[config.mk]
export PLATFORM = sky130hd
export DESIGN_NAME = fir_mac_seq
export DESIGN_NICKNAME = d
export VERILOG_FILES = /design/src/rtl/fir_pkg.sv /design/src/rtl/fir_mac_bank.sv /design/src/rtl/fir_mac_seq.sv
export SDC_FILE = /design/constraint.sdc
export NUM_CORES = 1
export LEC_CHECK = 0
export ABC_AREA = 1
export ABC_CLOCK_PERIOD_IN_PS = 13200
export CAP_MARGIN = 10
export CORE_ASPECT_RATIO = 0.9
export CORE_MARGIN = 8
export CORE_UTILIZATION = 63
export DETAILED_ROUTE_END_ITERATION = 10
export PLACE_DENSITY_LB_ADDON = 0.1
export SLEW_MARGIN = 20
export SYNTH_ARGS = -nofsm -noshare
export SYNTH_HDL_FRONTEND = slang
export SYNTH_HIERARCHICAL = 1
export SYNTH_SLANG_ARGS = --single-unit
[constraint.sdc]
create_clock -name clock -period 13.2 [get_ports clock]
set_input_delay 1.98 -clock clock [delete_from_list [all_inputs] [get_ports clock]]
set_output_delay 1.98 -clock clock [all_outputs]
set_load 0.005 [all_outputs]
[src/rtl/fir_pkg.sv]
// fir_pkg: shared state encoding and width helpers for the sequential FIR filter.
package fir_pkg;
  typedef enum logic [1:0] {IDLE, ACCUM, OUT} state_t;
  function automatic int clog2(input int v);
    int r = 0;
    while ((1 << r) < v) r++;
    return r;
  endfunction
  // Wide enough that a sum of TAPS full-precision products can never overflow.
  function automatic int acc_width(input int data_w, input int coef_w, input int taps);
    return data_w + coef_w + clog2(taps);
  endfunction
endpackage

[src/rtl/fir_mac_bank.sv]
// fir_mac_bank: MACS parallel signed multipliers summed to one ACC_W-wide partial sum.
module fir_mac_bank #(
  parameter int DATA_W = 8,
  parameter int COEF_W = 9,
  parameter int MACS = 4,
  parameter int ACC_W = 21
) (
  input  logic signed [DATA_W-1:0] x [MACS],
  input  logic signed [COEF_W-1:0] c [MACS],
  output logic signed [ACC_W-1:0]  sum
);
  localparam int PROD_W = DATA_W + COEF_W;
  logic signed [PROD_W-1:0] prod [MACS];
  always_comb begin
    sum = '0;
    for (int j = 0; j < MACS; j++) begin
      prod[j] = PROD_W'(x[j]) * PROD_W'(c[j]);
      sum = sum + ACC_W'(prod[j]);
    end
  end
endmodule

[src/rtl/fir_mac_seq.sv]
// fir_mac_seq: time-multiplexed FIR, MACS taps per cycle with programmable coefficients.
// Define FIR_SAT_EN to saturate the output instead of wrapping it.
module fir_mac_seq
  import fir_pkg::*;
#(
  parameter int DATA_W = 8,
  parameter int COEF_W = 9,
  parameter int TAPS = 16,
  parameter int MACS = 4,
  parameter int OUT_W = 32,
  parameter int OUT_SHIFT = 0
) (
  input  logic                      clock,
  input  logic                      reset,
  input  logic                      in_valid,
  output logic                      in_ready,
  input  logic signed [DATA_W-1:0]  in_sample,
  output logic                      out_valid,
  input  logic                      out_ready,
  output logic signed [OUT_W-1:0]   out_result,
  input  logic                      coef_we,
  input  logic [clog2(TAPS)-1:0]    coef_addr,
  input  logic signed [COEF_W-1:0]  coef_data,
  output logic                      coef_busy
);
  localparam int P = TAPS / MACS;
  localparam int PW = P > 1 ? clog2(P) : 1;
  localparam int ACC_W = acc_width(DATA_W, COEF_W, TAPS);
  localparam int SW = ACC_W > OUT_W ? ACC_W : OUT_W;
  state_t state, state_nx;
  logic [PW-1:0] p;
  logic last;
  logic signed [DATA_W-1:0] x [TAPS];
  logic signed [COEF_W-1:0] c [TAPS];
  logic signed [DATA_W-1:0] xs [P][MACS];
  logic signed [COEF_W-1:0] cs [P][MACS];
  logic signed [DATA_W-1:0] x_lane [MACS];
  logic signed [COEF_W-1:0] c_lane [MACS];
  logic signed [ACC_W-1:0] part, acc, acc_nx;
  logic signed [SW-1:0] shifted;
  logic signed [OUT_W-1:0] scaled;
  // Taps regrouped by phase so each lane is a P-way mux on p.
  for (genvar g = 0; g < P; g++) begin : g_phase
    for (genvar j = 0; j < MACS; j++) begin : g_lane
      assign xs[g][j] = x[g*MACS+j];
      assign cs[g][j] = c[g*MACS+j];
    end
  end
  always_comb begin
    for (int j = 0; j < MACS; j++) begin
      x_lane[j] = xs[p][j];
      c_lane[j] = cs[p][j];
    end
  end
  fir_mac_bank #(.DATA_W(DATA_W), .COEF_W(COEF_W), .MACS(MACS), .ACC_W(ACC_W)) u_bank (
    .x(x_lane),
    .c(c_lane),
    .sum(part)
  );
  assign last = p == PW'(P - 1);
  assign acc_nx = (p == '0 ? '0 : acc) + part;
  assign shifted = SW'(acc_nx) >>> OUT_SHIFT;
`ifdef FIR_SAT_EN
  localparam logic signed [SW-1:0] SMAX = (SW'(1) <<< (OUT_W - 1)) - SW'(1);
  localparam logic signed [SW-1:0] SMIN = ~SMAX;
  assign scaled = shifted > SMAX ? OUT_W'(SMAX) : shifted < SMIN ? OUT_W'(SMIN) : OUT_W'(shifted);
`else
  assign scaled = OUT_W'(shifted);
`endif
  always_ff @(posedge clock) state <= reset ? IDLE : state_nx;
  always_comb begin
    state_nx = state == IDLE  ? (in_valid ? ACCUM : IDLE)
             : state == ACCUM ? (last ? OUT : ACCUM)
             : state == OUT && !out_ready ? OUT : IDLE;
  end
  always_comb begin
    in_ready = state == IDLE;
    out_valid = state == OUT;
    coef_busy = state != IDLE;
  end
  always_ff @(posedge clock) begin
    if (reset) begin
      acc <= '0;
      out_result <= '0;
      p <= '0;
      for (int k = 0; k < TAPS; k++) begin
        x[k] <= '0;
        c[k] <= '0;
      end
    end else begin
      if (state == IDLE && coef_we && int'(coef_addr) < TAPS) c[coef_addr] <= coef_data;
      if (state == IDLE && in_valid) begin
        for (int k = TAPS - 1; k > 0; k--) x[k] <= x[k-1];
        x[0] <= in_sample;
        p <= '0;
      end
      if (state == ACCUM) begin
        acc <= acc_nx;
        p <= p + PW'(1);
        if (last) out_result <= scaled;
      end
    end
  end
endmodule
==> results.cfg, run 1 <==
[run_status]
status = finished, final reports clean

[yosys]
synth-seq-cells = 318
synthTopCellsByArea = edfxtp_1 (29%), fa_1 (26%), inv_1 (11%)
yosysSeqAreaShare = 0.326
yosysUniqueCellTypes = 37
netlist_instances = 3225
synth_top_area_frac = 0.293
synth_top_area_cell = edfxtp_1
synth_fp_nets = 3732
mappedNetlistArea_mm2 = 0.0279
syn_area_per_cell_um2 = 8.64
ys_warn_count = 6

[drt]
avgRoutedWirePerCell_um = 18.9
vias = 20700
wl_um = 72400
wl_met1_um = 30300
dr_wl_met3_um = 5900
drc = 0
vias_per_cell = 5.39
wl_met2_um = 33200
dr.pass1.iters = 6
route.top_layer_used = met4
drt-initial-drc-count = 1839
detail-route-antenna-nets = 0

[clocking]
htree_num_levels = 2
cts-buffers-inserted = 35
path_clk_slew_ns = 0.07
clockBufferDepth = 3
cts_tree = built
root_buffer = clkbuf_16
postCtsSetupBuffers = 0
clock_latency_ns = 0.56
cts.sinks = 318
hold_buffers = 0
cts_resized = 0

[global_routing]
grt_antenna_before_repair = 0
grt_pass1_vias = 21400
grt_max_degree = 91
grt_remaining_overflow = 0
grt.total_usage = 0.289
grt_pass1_wl_um = 116000

[sta]
slew_viol_final = 0
slew_headroom = 0.163
worstMarginPinSlew_ns = 1.26
final_hold_viol_count = 0
min_period_ns = 10.47
finClkSkew_ns = 0.0192
rsz0062_at_grt = no
max_freq_ghz = 0.0956
fin_setup_tns_ns = 0
setup_violations = 0
min_period_over_period = 0.793

[die]
die_w_um = 238
coreArea_mm2 = 0.0439
pin_count = 61
initial_core_util = 0.634
fp.dieH_um = 216
rows = 73
die-area_mm2 = 0.0512

[finish]
most-common-layout-cells = inv_1 (822), nand2_1 (522), nor2_1 (442), fa_1 (357), edfxtp_1 (272)
antenna_cells = 0
nets = 3719
area_growth_pct = 7.90
final_common_cell = inv_1
layout-drive-gt1-share = 0.0463
fillerInstances = 3612

[placement]
place_congestion = 0.925
hpwl_um = 56400
numPortBuffers = 60

[worst_setup_path]
crit_top_cell = fa_1
crit_slowest_cell = fa_1
crit_type = reg2reg
required_ns = 13.65
slowest_delay_ns = 0.77
cp-end-kind = register
cp_max_fo = 90
path_buf_inv = 8
start_kind = register
cp.arrival_ns = 10.91
path_delay_family = adder cells

[worst_hold_path]
hold_path_class = reg2reg

[run]
cap_violations = 0
area by class of cell:
cell class / instances / area [um^2] / share of cell area
clock buffers: 44 / 920 / 0.0306
clock inverters: 18 / 184 / 0.00612
repair buffers: 111 / 987 / 0.0328
flip-flops and latches: 318 / 9090 / 0.302
well taps: 600 / 751 / 0.0250
inverters: 830 / 3120 / 0.104
multi-input cells: 1916 / 15000 / 0.499
worst register-to-register path: cells and delay by family, from the launching register on:
kind	cells	cell delay (ns)
adder cells (fa/ha/maj)	10	5.00
AND/OR/NAND/NOR	10	1.43
AO/OA/AOI/OAI	4	1.47
flip-flops	1	0.42
buffers and inverters	8	1.87
XOR/XNOR	1	0.17
final timing paths:
| path | slack (ns) | depth (start not counted) | start | endpoint |
|---|---|---|---|---|
| max | 2.73 | 33 | p[0]$_SDFFE_PP0P_ | out_result[20]$_SDFFE_PP0P_ |
| min reg2reg | 0.46 | 2 | acc[0]$_SDFFE_PP0P_ | acc[0]$_SDFFE_PP0P_ |
| max reg2reg | 2.73 | 33 | p[0]$_SDFFE_PP0P_ | out_result[20]$_SDFFE_PP0P_ |
| min | 0.46 | 2 | acc[0]$_SDFFE_PP0P_ | acc[0]$_SDFFE_PP0P_ |
logic make-up (layout without fill, tap and decap cells):
group / count (synthesis) / in the layout / share of synthesized area
fa+ha+maj: 481 / 481 / 0.312
flops: 318 / 318 / 0.326
buf+inv: 991 / 1003 / 0.136
simple gates: 1069 / 1069 / 0.152
xor+xnor: 22 / 22 / 0.00691
compound gates: 344 / 344 / 0.0665
flip-flops by register name, summed over array words and instances (netlist names):
name        count
out_result     21
state           2
acc            21
c             144
p               2
x             128
cell usage after synthesis, drive strengths merged:
| cell type | number |
|---|---|
| clkinv | 1 |
| dfxtp | 46 |
| nand4 | 4 |
| fa | 357 |
| xor2 | 18 |
| a211oi | 1 |
| buf | 37 |
| nand3 | 61 |
| a21o | 3 |
| nand3b | 4 |
| or2 | 13 |
| o21bai | 11 |
| inv | 829 |
| and2 | 3 |
| nor2 | 446 |
| ha | 124 |
| o21a | 11 |
| edfxtp | 272 |
| o22ai | 36 |
| o21ai | 144 |
| xnor2 | 4 |
| o211ai | 2 |
| nand2 | 534 |
| a21oi | 136 |
| nor3 | 4 |
| clkbuf | 124 |
metal layers:
| metal | vias up | global-route usage |
|---|---|---|
| met1 | 10200 | 0.394 |
| met2 | 763 | 0.453 |
| met3 | 155 | 0.0573 |
| met5 | - | 0 |
| li1 | 9593 | - |
| met4 | 0 | 0.119 |
stage by stage:
step                 util  instance area (um^2)  cells  setup slack [ns]  hold slack [ns]
floorplan               -                 27900   3225              5.23            0.431
global placement    0.658                 28900   3772              2.51            0.447
detailed placement  0.659                 28900   3773              2.92            0.451
CTS                 0.684                 30000   3835              2.88            0.458
global route        0.684                 30100   3837              2.16            0.479
finish              0.684                 30100   3837              2.73            0.458
Power of run 1 is left out: the tool's default activity adds up to more than one toggle a clock period on the data nets, which glitch-free logic cannot reach.
==> inputs of run 2 (changes only) <==
- ABC_CLOCK_PERIOD_IN_PS: 13200 -> 9200
- CORE_UTILIZATION: 63 -> 58
- clock period: 13.2 -> 9.2 ns (I/O delays scaled with it)
==> run 2 against run 1 <==
Against the previous run:
- first-iteration DRC count down 7.6%
- register-to-register slack worse by 2.3 ns
- core utilization down 4.0 points
- sequential share of layout area down 0.60 points
- clock skew up 0.015 ns
- non-clock buffer count up 59
- routed wire length down 1.4%
- via count up 0.16%
- final cell count up 2.2%
- hold slack better by 0.014 ns
==> results.cfg, run 2 (synthesis gave the netlist of run 1 again) <==
[finish]
final_common_cell = inv_1
fillerInstances = 4081
nets = 3778
multiInputGateArea_mm2 = 0.0150
top_register = c
area_growth_pct = 10.1
stdcell_area_mm2 = 0.0307
largest_reg_flops = 144
top_regs = c (144), x (128)
area.sequential_mm2 = 0.00909
most-common-layout-cells = inv_1 (821), nand2_1 (522), nor2_1 (439), fa_1 (355), edfxtp_1 (272)
layout-drive-gt1-share = 0.0667
antenna_cells = 0

[clocking]
cts_tree = built
htree_num_levels = 2
root_buffer = clkbuf_16
cts-buffers-inserted = 35
hold_buffers = 0
path_clk_slew_ns = 0.06
cts.sinks = 318
clock_latency_ns = 0.57
clockBufferDepth = 3

[drt]
vias = 20700
drt-initial-drc-count = 1699
avgRoutedWirePerCell_um = 18.2
vias_per_cell = 5.28
wl_um = 71400
dr.pass1.iters = 5
detail-route-antenna-nets = 0
drc = 0

[placement]
numPortBuffers = 60
place_area_mm2 = 0.0294
place_ws_ns = 0.124
hpwl_um = 57200
place_congestion = 0.951

[sta]
min_period_over_period = 0.948
setup_violations = 0
whs_ns = 0.472
min_period_ns = 8.72
setup_ws_ns = 0.480
finClkSkew_ns = 0.0339
slew_viol_final = 0
worstMarginPinSlew_ns = 0.974
final_hold_viol_count = 0
slew_headroom = 0.350
max_freq_ghz = 0.115

[global_routing]
grt.total_usage = 0.268
grt_antenna_before_repair = 0
grt_pass1_vias = 21600
grt_pass1_wl_um = 116000
grt_max_degree = 98
grt_remaining_overflow = 0

[die]
fp.dieH_um = 224
coreArea_mm2 = 0.0476
die_w_um = 247
initial_core_util = 0.585
die-area_mm2 = 0.0553
rows = 76
pin_count = 61

[worst_setup_path]
cp-end-kind = register
cp_max_fo = 43
start_kind = register
cp.arrival_ns = 9.18
r2r_cells = 36
slowest_delay_ns = 0.53
path_delay_family = adder cells
path_buf_inv = 9
crit_slowest_cell = fa_1
critPathCapture = out_result[19]$_SDFFE_PP0P_
r2r-end = out_result[19]$_SDFFE_PP0P_
crit_start = p[0]$_SDFFE_PP0P_
path_depth = 36
rr_startpoint = p[0]$_SDFFE_PP0P_
crit_type = reg2reg
required_ns = 9.66
reg2reg_slack_ns = 0.48

[run_status]
status = finished, final reports clean

[run]
cap_violations = 0

[worst_hold_path]
hold_path_class = reg2reg
## run 2: cell count changes in the layout (fill, tap and decap cells not counted), moves of 2 or more
cell       previous run  this run
buf_4                49       103
o21ai_1               6         8
nor2_2                2         5
fa_1                357       355
clkbuf_2              0         2
o21ai_0             137       135
a21oi_2               5         7
a21oi_1             131       129
nor2_1              442       439
buf_12                0         4
fa_2                  0         2
bufinv_16             1         3
## run 2: area by class of cell
cell class / instances / share of cell area
multi-input combinational: 1916 / 0.490
timing repair buffer: 170 / 0.0483
clock inverter: 20 / 0.00722
sequential: 318 / 0.296
inverter: 830 / 0.102
clock buffer: 44 / 0.0297
tap: 624 / 0.0254
## run 2: worst min path at each step
stage / startpoint / endpoint / slack [ns] / depth (start not counted)
3_5_place_dp: acc[1]$_SDFFE_PP0P_ / acc[1]$_SDFFE_PP0P_ / 0.45 / 2
3_3_place_gp: acc[0]$_SDFFE_PP0P_ / acc[0]$_SDFFE_PP0P_ / 0.44 / 2
5_1_grt: acc[0]$_SDFFE_PP0P_ / acc[0]$_SDFFE_PP0P_ / 0.51 / 2
2_1_floorplan: acc[0]$_SDFFE_PP0P_ / acc[0]$_SDFFE_PP0P_ / 0.43 / 2
6_report: acc[0]$_SDFFE_PP0P_ / acc[0]$_SDFFE_PP0P_ / 0.47 / 2
4_1_cts: acc[0]$_SDFFE_PP0P_ / acc[0]$_SDFFE_PP0P_ / 0.48 / 2
## run 2: metal layers
layer,wire length (um),track usage
met5,0,0
met4,2120,0.0799
met3,6420,0.0635
met2,32800,0.426
met1,30100,0.365
## run 2: worst register-to-register path, delay by kind of cell (launching register included)
| kind | cells | cell delay, ns |
|---|---|---|
| fa+ha+maj | 10 | 4.75 |
| simple gates | 11 | 1.50 |
| compound gates | 5 | 1.03 |
| buf+inv | 9 | 0.78 |
| flops | 1 | 0.47 |
| xor+xnor | 1 | 0.08 |
## run 2: timing repair
item,in CTS,in global routing
gates resized for setup,0,26
setup endpoints to repair,0,22
setup buffers,0,3
## run 2: stage by stage
stage,TNS [ns],utilization,std cells
2_1_floorplan,0,-,3225
3_3_place_gp,0,0.618,3855
3_5_place_dp,0,0.618,3855
4_1_cts,0,0.642,3919
5_1_grt,-0.00345,0.644,3922
6_report,0,0.644,3922
Power of run 2 is left out for the same reason.
==> inputs of run 3 (changes only) <==
- SLEW_MARGIN: 20 -> 10
==> results of run 3 <==
Same layout as run 2: the final DEF is identical, and so are final timing and power.
Power of run 3 is left out for the same reason.
